## config.mk

```make
export PLATFORM = sky130hd
export DESIGN_NAME = mem_arbiter
export DESIGN_NICKNAME = d
export VERILOG_FILES = /design/src/rtl/mem_arbiter_pkg.sv /design/src/rtl/mem_watchdog.sv /design/src/rtl/mem_arbiter.sv
export SDC_FILE = /design/constraint.sdc
export NUM_CORES = 1
export LEC_CHECK = 0
export ABC_AREA = 1
export CAP_MARGIN = 20
export CELL_PAD_IN_SITES_DETAIL_PLACEMENT = 1
export CELL_PAD_IN_SITES_GLOBAL_PLACEMENT = 1
export CORE_MARGIN = 3
export CORE_UTILIZATION = 29
export DETAILED_ROUTE_END_ITERATION = 12
export GPL_TIMING_DRIVEN = 0
export PLACE_DENSITY_LB_ADDON = 0.1
export SLEW_MARGIN = 10
export SYNTH_ARGS = -nofsm -noshare
export SYNTH_HDL_FRONTEND = slang
export SYNTH_SLANG_ARGS = --single-unit
```

## constraint.sdc

```tcl
create_clock -name clk -period 1.88 [get_ports clk]
set_input_delay 0.47 -clock clk [delete_from_list [all_inputs] [get_ports clk]]
set_output_delay 0.47 -clock clk [all_outputs]
set_load 0.005 [all_outputs]
```

## src/rtl/mem_arbiter_pkg.sv

```systemverilog
// Shared types for the CPU-to-memory arbiter: FSM states, bus word types and
// the latched request payload.
package mem_arbiter_pkg;

   localparam int unsigned ADDR_W = 32;
   localparam int unsigned DATA_W = 32;
   localparam int unsigned BE_W   = DATA_W / 8;

   typedef logic [ADDR_W-1:0] addr_t;
   typedef logic [DATA_W-1:0] word_t;
   typedef logic [BE_W-1:0]   be_t;

   typedef enum logic [2:0] {
      IDLE,
      INST_BUSY,
      DATA_BUSY,
      RESPOND,
      GAP
   } state_e;

   // Transaction captured in IDLE and replayed onto the memory port until done
   typedef struct packed {
      addr_t addr;
      word_t wdata;
      be_t   mbe;
      logic  is_write;
      logic  is_inst;
   } req_t;

endpackage

```

## src/rtl/mem_watchdog.sv

```systemverilog
// Busy-cycle counter that flags a memory transaction that has waited too long.
// expired_o is registered and rises in the cycle the count reaches MAX_WAIT-1.
// MAX_WAIT must be at least 2.
module mem_watchdog #(
   parameter int unsigned MAX_WAIT = 255
) (
   input  logic clk,
   input  logic rst,
   input  logic clear_i,
   input  logic en_i,
   output logic expired_o
);

   localparam int unsigned CNT_W = $clog2(MAX_WAIT + 1);

   logic [CNT_W-1:0] cnt_q, cnt_d;
   logic             expired_q, expired_d;

   // Next count; expiry is anticipated one cycle early so the flag is a flop
   always_comb begin
      cnt_d     = cnt_q;
      expired_d = 1'b0;
      if (clear_i) begin
         cnt_d = '0;
      end else if (en_i) begin
         cnt_d     = cnt_q + CNT_W'(1);
         expired_d = (cnt_q == CNT_W'(MAX_WAIT - 2));
      end
   end

   // Counter and flag registers
   always_ff @(posedge clk) begin
      if (rst) begin
         cnt_q     <= '0;
         expired_q <= 1'b0;
      end else begin
         cnt_q     <= cnt_d;
         expired_q <= expired_d;
      end
   end

   assign expired_o = expired_q;

endmodule

```

## src/rtl/mem_arbiter.sv

```systemverilog
// Arbitrates instruction fetches and data loads/stores onto one memory port.
// Data wins over instruction; each transaction is held stable until mem_resp
// (or watchdog timeout) and answered with a one-cycle resp pulse.
module mem_arbiter
   import mem_arbiter_pkg::*;
#(
   parameter int unsigned ADDR_WIDTH = ADDR_W,
   parameter int unsigned DATA_WIDTH = DATA_W,
   parameter int unsigned MAX_WAIT   = 255
) (
   input  logic                    clk,
   input  logic                    rst,
   input  logic                    inst_read,
   input  logic [ADDR_WIDTH-1:0]   inst_addr,
   output logic [DATA_WIDTH-1:0]   inst_rdata,
   output logic                    inst_resp,
   input  logic                    data_read,
   input  logic                    data_write,
   input  logic [DATA_WIDTH/8-1:0] data_mbe,
   input  logic [ADDR_WIDTH-1:0]   data_addr,
   input  logic [DATA_WIDTH-1:0]   data_wdata,
   output logic [DATA_WIDTH-1:0]   data_rdata,
   output logic                    data_resp,
   output logic                    mem_read,
   output logic                    mem_write,
   output logic [DATA_WIDTH/8-1:0] mem_byte_enable,
   output logic [ADDR_WIDTH-1:0]   mem_address,
   output logic [DATA_WIDTH-1:0]   mem_wdata,
   input  logic [DATA_WIDTH-1:0]   mem_rdata,
   input  logic                    mem_resp,
   output logic                    err
);

   localparam int unsigned BE_WIDTH = DATA_WIDTH / 8;

   state_e                state_q, state_d;
   req_t                  req_q, req_d;
   logic                  mem_read_q, mem_read_d;
   logic                  mem_write_q, mem_write_d;
   logic [DATA_WIDTH-1:0] inst_rdata_q, inst_rdata_d;
   logic [DATA_WIDTH-1:0] data_rdata_q, data_rdata_d;
   logic                  inst_resp_q, inst_resp_d;
   logic                  data_resp_q, data_resp_d;
   logic                  err_q, err_d;
   logic                  wd_clear, wd_en, wd_expired;

   mem_watchdog #(
      .MAX_WAIT (MAX_WAIT)
   ) u_watchdog (
      .clk       (clk),
      .rst       (rst),
      .clear_i   (wd_clear),
      .en_i      (wd_en),
      .expired_o (wd_expired)
   );

   // Next-state, request capture and registered-output logic
   always_comb begin
      state_d      = state_q;
      req_d        = req_q;
      mem_read_d   = mem_read_q;
      mem_write_d  = mem_write_q;
      inst_rdata_d = inst_rdata_q;
      data_rdata_d = data_rdata_q;
      inst_resp_d  = 1'b0;
      data_resp_d  = 1'b0;
      err_d        = err_q;
      wd_clear     = 1'b0;
      wd_en        = 1'b0;

      case (state_q)
         IDLE: begin
            wd_clear = 1'b1;
            if (data_read || data_write) begin
               // Read+write together is illegal; it is carried out as a store
               req_d.addr     = ADDR_W'(data_addr);
               req_d.wdata    = DATA_W'(data_wdata);
               req_d.mbe      = BE_W'(data_mbe);
               req_d.is_write = data_write;
               req_d.is_inst  = 1'b0;
               mem_write_d    = data_write;
               mem_read_d     = !data_write;
               if (data_read && data_write) begin
                  err_d = 1'b1;
               end
               state_d = DATA_BUSY;
            end else if (inst_read) begin
               req_d.addr     = ADDR_W'(inst_addr);
               req_d.wdata    = '0;
               req_d.mbe      = '1;
               req_d.is_write = 1'b0;
               req_d.is_inst  = 1'b1;
               mem_read_d     = 1'b1;
               state_d        = INST_BUSY;
            end
         end

         INST_BUSY, DATA_BUSY: begin
            wd_en = 1'b1;
            if (mem_resp) begin
               mem_read_d  = 1'b0;
               mem_write_d = 1'b0;
               if (req_q.is_inst) begin
                  inst_rdata_d = mem_rdata;
               end else if (!req_q.is_write) begin
                  data_rdata_d = mem_rdata;
               end
               inst_resp_d = req_q.is_inst;
               data_resp_d = !req_q.is_inst;
               state_d     = RESPOND;
            end else if (wd_expired) begin
               mem_read_d  = 1'b0;
               mem_write_d = 1'b0;
               if (req_q.is_inst) begin
                  inst_rdata_d = '0;
               end else begin
                  data_rdata_d = '0;
               end
               inst_resp_d = req_q.is_inst;
               data_resp_d = !req_q.is_inst;
               err_d       = 1'b1;
               state_d     = RESPOND;
            end
         end

         RESPOND: state_d = GAP;

         GAP: state_d = IDLE;

         default: state_d = IDLE;
      endcase
   end

   // State and output registers
   always_ff @(posedge clk) begin
      if (rst) begin
         state_q      <= IDLE;
         req_q        <= '0;
         mem_read_q   <= 1'b0;
         mem_write_q  <= 1'b0;
         inst_rdata_q <= '0;
         data_rdata_q <= '0;
         inst_resp_q  <= 1'b0;
         data_resp_q  <= 1'b0;
         err_q        <= 1'b0;
      end else begin
         state_q      <= state_d;
         req_q        <= req_d;
         mem_read_q   <= mem_read_d;
         mem_write_q  <= mem_write_d;
         inst_rdata_q <= inst_rdata_d;
         data_rdata_q <= data_rdata_d;
         inst_resp_q  <= inst_resp_d;
         data_resp_q  <= data_resp_d;
         err_q        <= err_d;
      end
   end

   assign inst_rdata      = inst_rdata_q;
   assign inst_resp       = inst_resp_q;
   assign data_rdata      = data_rdata_q;
   assign data_resp       = data_resp_q;
   assign mem_read        = mem_read_q;
   assign mem_write       = mem_write_q;
   assign mem_byte_enable = BE_WIDTH'(req_q.mbe);
   assign mem_address     = ADDR_WIDTH'(req_q.addr);
   assign mem_wdata       = DATA_WIDTH'(req_q.wdata);
   assign err             = err_q;

endmodule

```

[Yosys cells after proc, flatten, opt, wreduce, memory -nomap -nowiden]
Index checks and enable logic that the tools add are counted.
Storage, ports and cells
  output and inout port bits: 137
  input bits: 138
  register bits after elaboration: 151
Operators by class
  equal/unequal tests: 11
  multiplexer cells: 34
  bitwise gates (word level): 3
  add/sub/neg operators: 1
  reduce and logical (&&, ||, !) cells: 19
Operators with widths (count)
  $mux 32: 9
  $mux 70: 2
  $mux 1: 15
  $mux 3: 4
  $pmux 3 s3: 1
  $reduce_and 3->1: 3
  $add 8x1->8 const B: 1
  $eq 8x8->1 const B: 1
  $ne 2x2->1 const B: 4
  $eq 3x2->1 const B: 2
  $pmux 1 s2: 3
  $reduce_bool 2->1: 3
  $reduce_or 2->1: 3
  $reduce_and 5->1: 1
  $reduce_and 2->1: 2
  $reduce_and 4->1: 1
  $eq 3x1->1 const B: 1
  $logic_not 3->1: 1
  $ne 3x2->1 const B: 1
  $ne 3x3->1 const B: 1
  $not 1->1: 3
  $reduce_or 3->1: 1
  $logic_not 1->1: 2
  $ne 2x1->1 const B: 1
  other kinds (2): 2

[Logic depth before layout (Yosys ltp)]
  depth after elaboration: 5
  depth in mapped cells: 9
  depth with buffers taken out: 8

[Hierarchy]
A second synthesis with hierarchy kept.
Second synthesis, totals
  cells, all modules: 954
  area, all modules: 6802.8 µm²
By module, submodules not included
  mem_arbiter: seq. area each 2842.7 µm², cells each 897, area an instance 6368.6 µm², times used 1
  mem_watchdog: seq. area each 180.2 µm², cells each 57, area an instance 434.2 µm², times used 1

[Worst setup path after synthesis]
No wires, ideal clock.
  path type: input port to flip-flop
  start: in mem_resp
  end: reg inst_rdata_q[22], in the netlist inst_rdata[22]
  library setup time: 0.116 ns
  data arrival time: 1.427 ns
  data required time: 1.764 ns
  slack: 0.337 ns
  path buffers: 3
  stages on the path: 9
  path through: buf_4 -> nor2_4 -> nor2_1 -> nand2_2 -> inv_2 -> buf_4 -> buf_4 -> nor2_1 -> nor2_1
On the way
  word-level cells in the longest chain between the ends: 2
Ends and longest elaborated chain
  start: declaration: RTL line mem_arbiter.sv:30  | input logic mem_resp,
  $reduce_bool 2->1 (no source line)
  $reduce_and 3->1 (no source line)
  end signal: assignment: RTL line mem_arbiter.sv:151  | inst_rdata_q <= inst_rdata_d;
  end: declaration: RTL line mem_arbiter.sv:40  | logic [DATA_WIDTH-1:0] inst_rdata_q, inst_rdata_d;
Several ways; a longest one is shown, not always the timed one.
A chain may end at the register's enable or synchronous reset.

[Worst setup path in the final report]
  start: reg req_q (netlist bit mem_wdata[30])
  end: out mem_wdata[30]
RTL lines
  start: declaration: RTL line mem_arbiter.sv:37  | req_t req_q, req_d;
  start signal: assignment: RTL line mem_arbiter.sv:148  | req_q <= req_d;
  end: declaration: RTL line mem_arbiter.sv:28  | output logic [DATA_WIDTH-1:0] mem_wdata,
No word-level cell between the ends.

==> results.toml <==
[logic_synthesis]
syn_area_mm2 = 0.00674
synth_compound_area_frac = 0.0756
yosysMostFrequentCell = "nand2_1"
ys_seq_area_frac = 0.448
async_reset_ff_frac = 0
syn_inst = 987
yosysUniqueCellTypes = 29
synth_edf_count = 0
yosys.area.top_type = "dfxtp_1"
yosys.area_share.simple = 0.328
syn-num-nets = 1127
synth-main-ff-cell = "dfxtp_1"
yosys-top-cells-area = "dfxtp_1 (45%), nand2_1 (18%), nor2_1 (11%)"
yosysWarnings = 0
synth_common_cells = "nand2_1 (318), nor2_1 (200), dfxtp_1 (151)"
synth_fa_ha_area_frac = 0.00371
synth.avg_cell_area_um2 = 6.83
synth_top_cell_area_share = 0.448
synth-xor-area-share = 0.00130
synthMuxAreaShare = 0
ys_ff_latch = 151
synth_top_family_by_area = "simple AND/OR/NAND/NOR gates"

[floorplan]
rows = 55
die_area_mm2 = 0.0251
initial_utilization = 0.297
coreArea_mm2 = 0.0227
num_io_pins = 275
die_y_um = 158
dieWidth_um = 158

[detailed_routing]
drc = 0
wl_per_cell_um = 14.9
firstDrtPassIters = 4
drtIter0Drc = 164
drt-total-wl_mm = 23.4
vias = 6843
viasPerCell = 4.34
antenna_left = 0

[timing]
hold_violations = 0
fmax_mhz = 545
fin_crit_sh = 0.976
max-slew-margin-rel = 0.597
fin_crit_ps = 1840
setup-violations-final = 0
fin_tns_setup_ps = 0
fin_skew_ps = 12.1
tightest_slew_ps = 604
slew_viol_final = 0

[setup_path]
max_stage_delay_ps = 510
r2r_slack_ps = 230
r2r-start = "state_q[1]$_SDFFE_PP0P_"
timing.rr.end = "data_resp$_SDFF_PP0_"
critPathSlowestCell = "clkdlybuf4s50_1"
path_buf_inv = 2
reg2regPathDepth = 7
crit_chain = "buf_4, clkdlybuf4s50_1"
path_max_fanout = 2
worstPathRequired_ps = 1410
cp-start-kind = "register"
critPathTopFamily = "buffers and inverters"
worstSetupEndpointType = "output port"
path_class = "register to output port"
arrival_ps = 1370

[power]
powerDensity_mw_per_mm2 = 1070
ir_worst_vdd_v = 0.000519
power.total_mw = 11.2
p_leak_nw = 5.04

[global_route]
grt_max_degree = 20
grt_pass1_vias = 6869
grt_pass1_wl_mm = 36.4
antenna_found_initial = 1
grt_overflow = 0
grt.total_usage = 0.186

[job]
drv_cap = 0

[clocking]
clk_pin_slew_worst_paths_ps = 60
clkSinkCount = 151
cts_tree = "yes"
clock_latency_ps = 430
cts_hold_buf = 0
numCtsBuffers = 17
cts-root-buf = "clkbuf_16"
htree_levels = 4
cts_max_path_buffers = 2

[final_layout]
layout.cells.non_filler = 1575
utilization = 0.464
layout-drive-gt1-share = 0.123
area_delta_synth_final_pct = 56.3
fin_nets = 1418
diodes = 0

[worst_hold_path]
hp-class = "input pin to register"
hold_start = "rst"
whs_path_depth = 2
min_delay_worst_endpoint = "mem_wdata[0]$_SDFFE_PP0P_"

[run_status]
status = "finished, final reports clean"

[place]
numPortBuffers = 272
place_inst = 1544
gp_congestion = 0.763
dp_hpwl_mm = 17.8
report_power, final:
part | internal, mW | switching, mW | total (mW) | leakage [nW]
clock | 2.36 | 1.41 | 3.76 | 0.305
sequential | 3.72 | 0.269 | 3.99 | 1.24
combinational | 1.83 | 1.66 | 3.49 | 3.50
total | 7.91 | 3.33 | 11.2 | 5.04
repair_timing:
| action | 4_1_cts | 5_1_grt |
|---|---|---|
| gates resized for setup | 14 | 47 |
| pin swaps | 1 | 0 |
| setup endpoints to repair | 66 | 62 |
| setup buffers | 1 | 0 |
flip-flops by register name, indices dropped and copies added, names as in the netlist:
name and flops:
u_watchdog.expired_o 1, req_q 2, mem_address 32, inst_rdata 32, mem_wdata 32, mem_byte_enable 4
err 1, mem_write 1, state_q 3, u_watchdog.cnt_q 8, data_rdata 32, inst_resp 1
data_resp 1, mem_read 1
metal layers:
| layer | track usage | vias up | wire length, um |
|---|---|---|---|
| li1 | - | 3548 | - |
| met4 | 0.0524 | 2 | 319 |
| met2 | 0.315 | 183 | 11100 |
| met5 | 0 | - | 13 |
| met3 | 0.0644 | 25 | 1780 |
| met1 | 0.223 | 3085 | 10200 |
cells by family after synthesis:
group           after synthesis
compound gates              101
xor+xnor                      1
fa+ha+maj                     2
buf+inv                     172
flops                       151
simple gates                560
cell type report:
class	instances	area, um^2
clock inverters	11	198
fillers	2870	12200
multi-input cells	664	2760
inverters	51	195
plain buffers	120	777
repair buffers	273	2780
well taps	285	357
flip-flops and latches	151	3040
clock buffers	20	437
metrics by stage:
step	cell area (um^2)	worst slack (ps)	hold slack [ps]
floorplan	6740	337	399
global placement	9820	-546	407
detailed placement	9820	-588	414
CTS	10400	0.511	331
global route	10500	-1.79	357
finish	10500	44.6	345
layout by cell type, fill, tap and decap left out, types with 4 or more instances in the layout:
cell type | Yosys | routed
dlygate4sd2_1 | 0 | 14
o21ai_0 | 47 | 47
bufinv_16 | 0 | 5
inv_2 | 4 | 4
nor2_4 | 5 | 5
inv_1 | 45 | 45
clkbuf_16 | 0 | 17
a21oi_1 | 50 | 50
clkbuf_1 | 21 | 21
nand2_1 | 318 | 318
clkdlybuf4s50_1 | 0 | 233
buf_2 | 22 | 19
nand3_1 | 24 | 24
dfxtp_1 | 151 | 137
dfxtp_2 | 0 | 14
dlymetal6s2s_1 | 0 | 25
buf_4 | 74 | 74
nor2_1 | 200 | 200
how the worst max path moves through the flow:
| stage | cells after the start | to | start | slack (ps) |
|---|---|---|---|---|
| 6_report | 2 | mem_wdata[30] | mem_wdata[30]$_SDFFE_PP0P_ | 40 |
| 3_5_place_dp | 9 | mem_address[9]$_SDFFE_PP0P_ | data_write | -590 |
| 3_3_place_gp | 9 | mem_address[8]$_SDFFE_PP0P_ | data_write | -550 |
| 2_1_floorplan | 9 | inst_rdata[22]$_SDFFE_PP0P_ | mem_resp | 340 |
| 5_1_grt | 2 | mem_wdata[6] | mem_wdata[6]$_SDFFE_PP0P_ | -2 |
| 4_1_cts | 2 | mem_wdata[1] | mem_wdata[1]$_SDFFE_PP0P_ | 0.5 |
Note: power is estimated with default switching activity, not from simulation.
